==> config.mk <==
export PLATFORM = sky130hd
export DESIGN_NAME = pipeline_if
export DESIGN_NICKNAME = d
export VERILOG_FILES = /design/src/rtl/pipeline_if_pkg.sv /design/src/rtl/if_fetch_queue.sv /design/src/rtl/pipeline_if.sv
export SDC_FILE = /design/constraint.sdc
export NUM_CORES = 1
export LEC_CHECK = 0
export BUFFER_PORTS_ARGS = -buffer_cell sky130_fd_sc_hd__buf_2
export CAP_MARGIN = 30
export CORE_MARGIN = 2
export CORE_UTILIZATION = 59
export DETAILED_ROUTE_END_ITERATION = 7
export PLACE_DENSITY = 0.85
export RECOVER_POWER = 100
export SETUP_SLACK_MARGIN = 0.1
export SLEW_MARGIN = 5
export SYNTH_ARGS = -nofsm -noshare
export SYNTH_HDL_FRONTEND = slang
export SYNTH_SLANG_ARGS = --single-unit
==> constraint.sdc <==
create_clock -name clk -period 14.55 [get_ports clk]
set_clock_uncertainty 0.15 [all_clocks]
set_input_delay 0 -clock clk [delete_from_list [all_inputs] [get_ports clk]]
set_output_delay 0 -clock clk [all_outputs]
set_load 0.05 [all_outputs]
==> src/rtl/pipeline_if_pkg.sv <==
// Shared types and constants for the instruction-fetch stage.
// Fetch-queue entry layout and fetch FSM state encodings live here.
package pipeline_if_pkg;

  localparam int COMMON_WIDTH = 32;

  localparam logic [COMMON_WIDTH-1:0] NOP_INST = 32'h0000_0013;
  localparam logic [6:0] OPCODE_BRANCH = 7'b1100011;
  localparam logic [6:0] OPCODE_JAL = 7'b1101111;
  localparam logic [COMMON_WIDTH-1:0] PC_MASK = 32'hFFFF_FFFC;

  typedef enum logic {
    IF_STATE_FETCH = 1'b0,
    IF_STATE_DISCARD = 1'b1
  } if_state_e;

  typedef struct packed {
    logic [COMMON_WIDTH-1:0] pc;
    logic [COMMON_WIDTH-1:0] inst;
    logic pred_taken;
  } if_entry_t;

endpackage

==> src/rtl/if_fetch_queue.sv <==
// Small synchronous FIFO of fetched {pc,inst,pred_taken} entries.
// Flush dominates push and pop; depth must be a power of two.
module if_fetch_queue
  import pipeline_if_pkg::*;
#(
  parameter int DEPTH = 2
) (
  input  logic                     clk,
  input  logic                     rst,
  input  logic                     push,
  input  if_entry_t                push_entry,
  input  logic                     pop,
  input  logic                     flush,
  output logic [$clog2(DEPTH):0]   count,
  output if_entry_t                head
);

  localparam int AW = $clog2(DEPTH);

  logic [AW-1:0] wr_ptr;
  logic [AW-1:0] rd_ptr;
  if_entry_t     mem [DEPTH];

  always_ff @(posedge clk or negedge rst) begin
    if (!rst) begin
      wr_ptr <= '0;
      rd_ptr <= '0;
      count  <= '0;
    end else if (flush) begin
      wr_ptr <= '0;
      rd_ptr <= '0;
      count  <= '0;
    end else begin
      if (push) wr_ptr <= wr_ptr + 1'b1;
      if (pop) rd_ptr <= rd_ptr + 1'b1;
      unique case ({push, pop})
        2'b10:   count <= count + 1'b1;
        2'b01:   count <= count - 1'b1;
        default: ;
      endcase
    end
  end

  always_ff @(posedge clk) begin
    if (push && !flush) mem[wr_ptr] <= push_entry;
  end

  assign head = mem[rd_ptr];

endmodule

==> src/rtl/pipeline_if.sv <==
// Instruction-fetch stage: PC generation, imem req/ack, fetch queue.
// Static branch prediction is built when IF_STATIC_PREDICT_EN is defined.
module pipeline_if
  import pipeline_if_pkg::*;
#(
  parameter logic [COMMON_WIDTH-1:0] RESET_PC = 32'h0000_0000,
  parameter int QUEUE_DEPTH = 2
) (
  input  logic                    clk,
  input  logic                    rst,
  output logic                    imem_req,
  output logic [COMMON_WIDTH-1:0] imem_addr,
  input  logic                    imem_ack,
  input  logic [COMMON_WIDTH-1:0] imem_data,
  input  logic                    stall_id,
  input  logic                    redirect,
  input  logic [COMMON_WIDTH-1:0] redirect_pc,
  output logic                    inst_valid,
  output logic [COMMON_WIDTH-1:0] inst,
  output logic [COMMON_WIDTH-1:0] pc,
  output logic                    pred_taken
);

  localparam int CW = $clog2(QUEUE_DEPTH) + 1;
  localparam logic [CW-1:0] FULL_CNT = CW'(QUEUE_DEPTH);

  if_state_e               state;
  logic                    run;
  logic [COMMON_WIDTH-1:0] fetch_pc;
  logic [COMMON_WIDTH-1:0] req_addr;
  logic [COMMON_WIDTH-1:0] next_pc;
  logic                    pred;
  logic [CW-1:0]           q_count;
  logic                    q_valid;
  logic                    fire;
  if_entry_t               push_entry;
  if_entry_t               head;

`ifdef IF_STATIC_PREDICT_EN
  logic [6:0]              opcode;
  logic [COMMON_WIDTH-1:0] j_imm;
  logic [COMMON_WIDTH-1:0] b_imm;

  always_comb begin
    opcode = imem_data[6:0];
    j_imm = {{12{imem_data[31]}}, imem_data[19:12],
             imem_data[20], imem_data[30:21], 1'b0};
    b_imm = {{20{imem_data[31]}}, imem_data[7],
             imem_data[30:25], imem_data[11:8], 1'b0};
    pred = 1'b0;
    next_pc = fetch_pc + 32'd4;
    unique case (1'b1)
      (opcode == OPCODE_JAL): begin
        pred = 1'b1;
        next_pc = fetch_pc + j_imm;
      end
      (opcode == OPCODE_BRANCH && imem_data[31]): begin
        pred = 1'b1;
        next_pc = fetch_pc + b_imm;
      end
      default: ;
    endcase
  end
`else
  assign pred = 1'b0;
  assign next_pc = fetch_pc + 32'd4;
`endif

  // run holds requests off for the first cycle after reset release
  always_comb begin
    imem_req = 1'b0;
    imem_addr = fetch_pc;
    unique case (state)
      IF_STATE_FETCH: imem_req = run && (q_count < FULL_CNT);
      IF_STATE_DISCARD: begin
        imem_req = 1'b1;
        imem_addr = req_addr;
      end
      default: ;
    endcase
  end

  assign fire = (state == IF_STATE_FETCH) && imem_req && imem_ack;

  always_ff @(posedge clk or negedge rst) begin
    if (!rst) begin
      state    <= IF_STATE_FETCH;
      run      <= 1'b0;
      fetch_pc <= RESET_PC;
      req_addr <= RESET_PC;
    end else begin
      run <= 1'b1;
      if (redirect) fetch_pc <= redirect_pc & PC_MASK;
      unique case (state)
        IF_STATE_FETCH: begin
          if (redirect) begin
            if (imem_req && !imem_ack) begin
              state    <= IF_STATE_DISCARD;
              req_addr <= fetch_pc;
            end
          end else if (fire) begin
            fetch_pc <= next_pc;
          end
        end
        IF_STATE_DISCARD: begin
          if (imem_ack) state <= IF_STATE_FETCH;
        end
        default: state <= IF_STATE_FETCH;
      endcase
    end
  end

  assign push_entry = {fetch_pc, imem_data, pred};

  if_fetch_queue #(
    .DEPTH(QUEUE_DEPTH)
  ) u_queue (
    .clk       (clk),
    .rst       (rst),
    .push      (fire && !redirect),
    .push_entry(push_entry),
    .pop       (q_valid && !stall_id),
    .flush     (redirect),
    .count     (q_count),
    .head      (head)
  );

  assign q_valid = (q_count != '0);
  assign inst_valid = q_valid;
  assign inst = q_valid ? head.inst : NOP_INST;
  assign pc = q_valid ? head.pc : '0;
  assign pred_taken = q_valid && head.pred_taken;

endmodule

# == Word level (Yosys, flattened, before mapping) ==
# Memory sizes are Yosys's and may differ from the RTL's.
# Cells that the tools add are included.
# W data, S select, Z words.
# totals
register_bits,70
ramBits,128
in_bits,69
mem_count,1
# memory_table
memory,words,word_bits,read_ports,rd_clocked_by_memory_dff,write_ports,line,source
u_queue.mem,2,64,1,0,1,if_fetch_queue.sv:22,if_entry_t mem [DEPTH];
# op_classes
addsub,5
n_lt_le_gt_ge,1
n_eq_ne,2
muxes,20
bitwise,1
n_reduce_logical,16
# ops
operator,n
$mux W32,7
$add A32 B3 Y32 const B,1
$mux W1,9
$logic_and A1 B1 Y1,7
$reduce_bool A2 Y1,3
$pmux W1 S2,2
$pmux W2 S2,1
$logic_not A1 Y1,3
$reduce_and A3 Y1,1
$reduce_bool A3 Y1,1
$add A1 B1 Y1 const B,2
$add A2 B1 Y2 const B,1
$eq A2 B1 Y1 const B,1
$eq A2 B2 Y1 const B,1
$lt A2 B2 Y1 const B,1
$mux W2,1
$sub A2 B1 Y2 const B,1
$logic_and A1 B1 Y1 const B,1
$not A1 Y1,1

# == Depth between registers and ports, before layout ==
# depth
depth_word,9
ltp_mapped,7
depth_no_buf,5

# == Hierarchy ==
# From an unflattened synthesis, not the netlist that was laid out.
# hier_totals
cells_unflattened,619
hier_area_um2,8954.8
# modules_own_cells
module,instances,cells_per_inst,area_per_inst_um2
if_fetch_queue,1,221,5051.1
pipeline_if,1,398,3903.7

# == Least setup slack after synthesis ==
# Ideal clock, no wire load.
# synth_timing
kind,register to register
start,register state
end,memory u_queue.mem[0][0] (netlist bit) (enable)
arrival_ps,6896
required_time_ps,13756
path_slack_ps,6861
stages_incl_launch_ff,4
n_path_buf,2
synth_period_minus_slack_ps,7689
path_cell_list,dfrtp_1 -> buf_2 -> clkbuf_1 -> nor4_1
# synth_between
elab_chain_len,8
# synth_lines
item,line,source
from (decl),pipeline_if.sv:27,if_state_e state;
from (signal assigned),pipeline_if.sv:87,state <= IF_STATE_FETCH;
from (signal assigned),pipeline_if.sv:98,state <= IF_STATE_DISCARD;
from (signal assigned),pipeline_if.sv:106,if (imem_ack) state <= IF_STATE_FETCH;
$not A1 Y1 (no line),n/a,
$pmux W1 S2,pipeline_if.sv:73,unique case (state)
$logic_and A1 B1 Y1 (*) (2 in a row),pipeline_if.sv:83,assign fire = (state == IF_STATE_FETCH) && imem_req && imem_ack;
$logic_and A1 B1 Y1 (*),pipeline_if.sv:120,".push (fire && !redirect),"
$logic_and A1 B1 Y1 (*),if_fetch_queue.sv:45,if (push && !flush) mem[wr_ptr] <= push_entry;
$mux W1 (*),if_fetch_queue.sv:45,
$mux W1 (implied by the code) (*),if_fetch_queue.sv:45,
to (decl),if_fetch_queue.sv:22,
# Every way passes the cells marked *; elsewhere a longest branch is shown, timed or not.

# == Final worst setup path ==
# layout_timing
start,input port redirect
end,memory u_queue.mem[1][43] (netlist bit) (enable)
# layout_between
elab_chain_len,5
# layout_lines
item,line,source
from (decl),pipeline_if.sv:16,"input logic redirect,"
$logic_not A1 Y1 (*),"if_fetch_queue.sv:45, pipeline_if.sv:120",
$logic_and A1 B1 Y1,pipeline_if.sv:120,
$logic_and A1 B1 Y1 (*),if_fetch_queue.sv:45,
$mux W1 (*),if_fetch_queue.sv:45,
$mux W1 (implied by the code) (*),if_fetch_queue.sv:45,
# Marked as above.

==> out/metrics.cfg <==
[layout]
layout.cells.most_common_list = clkbuf_1, edfxtp_1, nor2_1, dlygate4sd3_1, dfrtp_1
fin_util = 0.770
fin_nets = 942
final_cells = 1065
final_common_cell = clkbuf_1
seq_area_sq_um = 5600
drive_gt1_frac = 0.147
multi_input_area_sq_um = 2720
area_growth_pct = 26.5
fillers = 885
diodes = 0

[die]
initial_core_util = 0.609
die_y_microns = 124
fp-row-count = 43
io_pins = 168
die_w_microns = 124
core_sq_um = 14000
dieArea_sq_um = 15400

[power_and_ir_drop]
p_per_area_nw_per_um2 = 131
power_frac_comb = 0.158
clkPwrFrac = 0.360
p_int_mw = 1.03
power.switching_uw = 389
p_sw_frac = 0.275
peakVddDrop_uv = 98.5
p_seq_frac = 0.482
leakage_nw = 3.82

[clock_network]
htree_levels = 4
clock_latency_ps = 430
cts.sinks = 198
cts_tree = built
path_clk_slew_ps = 70
cts.path.max_buffers = 2
cts_buffers = 17
cts_root_buf = clkbuf_16

[status]
outcome = complete, but fails checks
violations = max-capacitance violations, max-slew violations

[synthesis]
synth_area_leaders = edfxtp_1, dfrtp_1, mux2i_1
netlist_area_sq_um = 8520
seq_area_frac_synth = 0.657
synth_enable_flop_cells = 128
async_reset_ff_frac = 0.354
ys_seq_elements = 198
ys.flop_type = edfxtp_1
synth_top_area_share = 0.451
synth.largest_area_cell = edfxtp_1
synth.net_count = 706
netlist-cell-type-count = 43
avgSynthCellArea_sq_um = 13.4
netlist_instances = 636
yosysWarnings = 0

[sta]
final-setup-viol-count = 0
setup_tns_ps = 0
rsz0062_at_grt = no
slew_viol_final = 374
worst_slew_pin_slew_ps = 3780
maxSlewHeadroom = -1.52
worst_slack_ps = 9850
min_period_ps = 4700
hold_viol = 0
fmax_ghz = 0.213
hold_ws_ps = 151
period_share = 0.323

[routing]
drt_pass1_iterations = 5
drt_iter0_markers = 781
ant_nets = 0
top_layer_used = met4
vias = 6361
drt_wl_total_mm = 21.1
route.detailed.drc = 0
avgViaCountPerCell = 5.97
wirelength_met1_mm = 8.01
routed-wl-met3_mm = 1.71
routedWlPerCell_microns = 19.9
met2WireLength_mm = 10.7

[worst_setup_path]
timing.rr.end = u_queue.mem[1][43]
worstSetupPathType = in -> reg
crit_path_end = u_queue.mem[1][43]
critPathMaxFanout = 64
reg2reg_depth = 3
crit_start = redirect
r2r_start = state
worstPathArrival_ps = 4510
start_kind = input port
reg2reg_slack_ps = 10090
crit_path_end_kind = register
cp.required_ps = 14360

[job]
cap_viol_max_count = 7

[place]
dpl.hpwl_mm = 11.9
gp_congestion = 0.809
dp.cells = 949
portBuffers = 164
dp_slack_ps = 11650

[grt]
overflow = 0
antenna_found_initial = 0
grt_use_total = 0.273
grt_pass1_wl_mm = 31.8
grt_max_degree = 71
grt_pass1_vias = 6394

[worst_hold_path]
hp-class = in -> reg

-- worst min path at each step --
stage             startpoint                  to  slack, ps  cells past startpoint
4_1_cts        imem_data[24]  u_queue.mem[0][24]        140                      2
6_report       imem_data[16]  u_queue.mem[0][16]        150                      2
3_5_place_dp   imem_data[23]  u_queue.mem[0][23]         40                      1
3_3_place_gp   imem_data[22]  u_queue.mem[0][22]         40                      1
5_1_grt        imem_data[11]  u_queue.mem[0][11]        160                      2
2_1_floorplan            rst         fetch_pc[0]       -450                      0
-- timing repair --
action,4_1_cts,5_1_grt
gates resized for setup,0,0
hold endpoints to repair,172,0
buffers inserted,0,0
hold buffers,83,0
-- critical path, stage by stage --
cell and delay [ps]:
dlygate4sd3_1 530, clkbuf_1 620, inv_1 520, and3_2 260, clkbuf_1 2540
-- per-layer routing --
metal,vias to the layer above,GRT usage
li1,2829,-
met1,3061,0.336
met2,394,0.457
met3,77,0.0582
met4,0,0.136
met5,-,0
-- power by group through the flow --
stage	Clock [mW]	Combinational, mW	Sequential (mW)
floorplan	0	0.164	0.675
global placement	0	0.198	0.688
detailed placement	0	0.208	0.690
CTS	0.510	0.227	0.679
global route	0.536	0.238	0.686
finish	0.509	0.224	0.682
-- through the flow --
stage | power [mW] | area [sq um]
finish | 1.42 | 10800
global route | 1.46 | 10800
CTS | 1.42 | 11000
detailed placement | 0.898 | 9500
global placement | 0.885 | 9480
floorplan | 0.839 | 8520
-- cell families after synthesis --
family	Yosys count	synth area share
other	2	0.000882
adder cells (fa/ha/maj)	1	0.00147
multiplexers	119	0.148
XOR/XNOR	9	0.00925
flip-flops	198	0.657
AND/OR/NAND/NOR	193	0.113
AO/OA/AOI/OAI	66	0.0477
buffers and inverters	48	0.0229
-- registers in the layout, indices dropped and copies added, names as in the netlist --
register / count
u_queue.mem: 128
fetch_pc: 32
req_addr: 32
u_queue.count: 2
run: 1
state: 1
u_queue.rd_ptr: 1
u_queue.wr_ptr: 1
-- Yosys cell counts, drive strengths merged, types with 2 or more instances --
| master | n |
|---|---|
| a21oi | 2 |
| xor2 | 2 |
| or4 | 17 |
| o21ai | 27 |
| o31ai | 14 |
| and3b | 2 |
| buf | 11 |
| nor2 | 84 |
| a31oi | 17 |
| and4 | 3 |
| conb | 2 |
| and3 | 5 |
| a211o | 2 |
| mux2i | 65 |
| and2 | 3 |
| dfrtp | 70 |
| nand3b | 2 |
| nor4 | 3 |
| inv | 9 |
| nand4 | 11 |
| or3 | 4 |
| nand3 | 13 |
| edfxtp | 128 |
| nor3 | 4 |
| nand2 | 35 |
| nor2b | 3 |
| xnor2 | 7 |
| mux2 | 54 |
| clkbuf | 28 |
-- layout make-up --
cell class                      count  area share
Tap cell                          180      0.0209
Sequential cell                   198       0.520
Clock buffer                       20      0.0405
Multi-Input combinational cell    390       0.252
Clock inverter                     12      0.0189
Timing Repair Buffer              256       0.144
Inverter                            9     0.00314
Note: power is estimated with default switching activity, not from simulation.
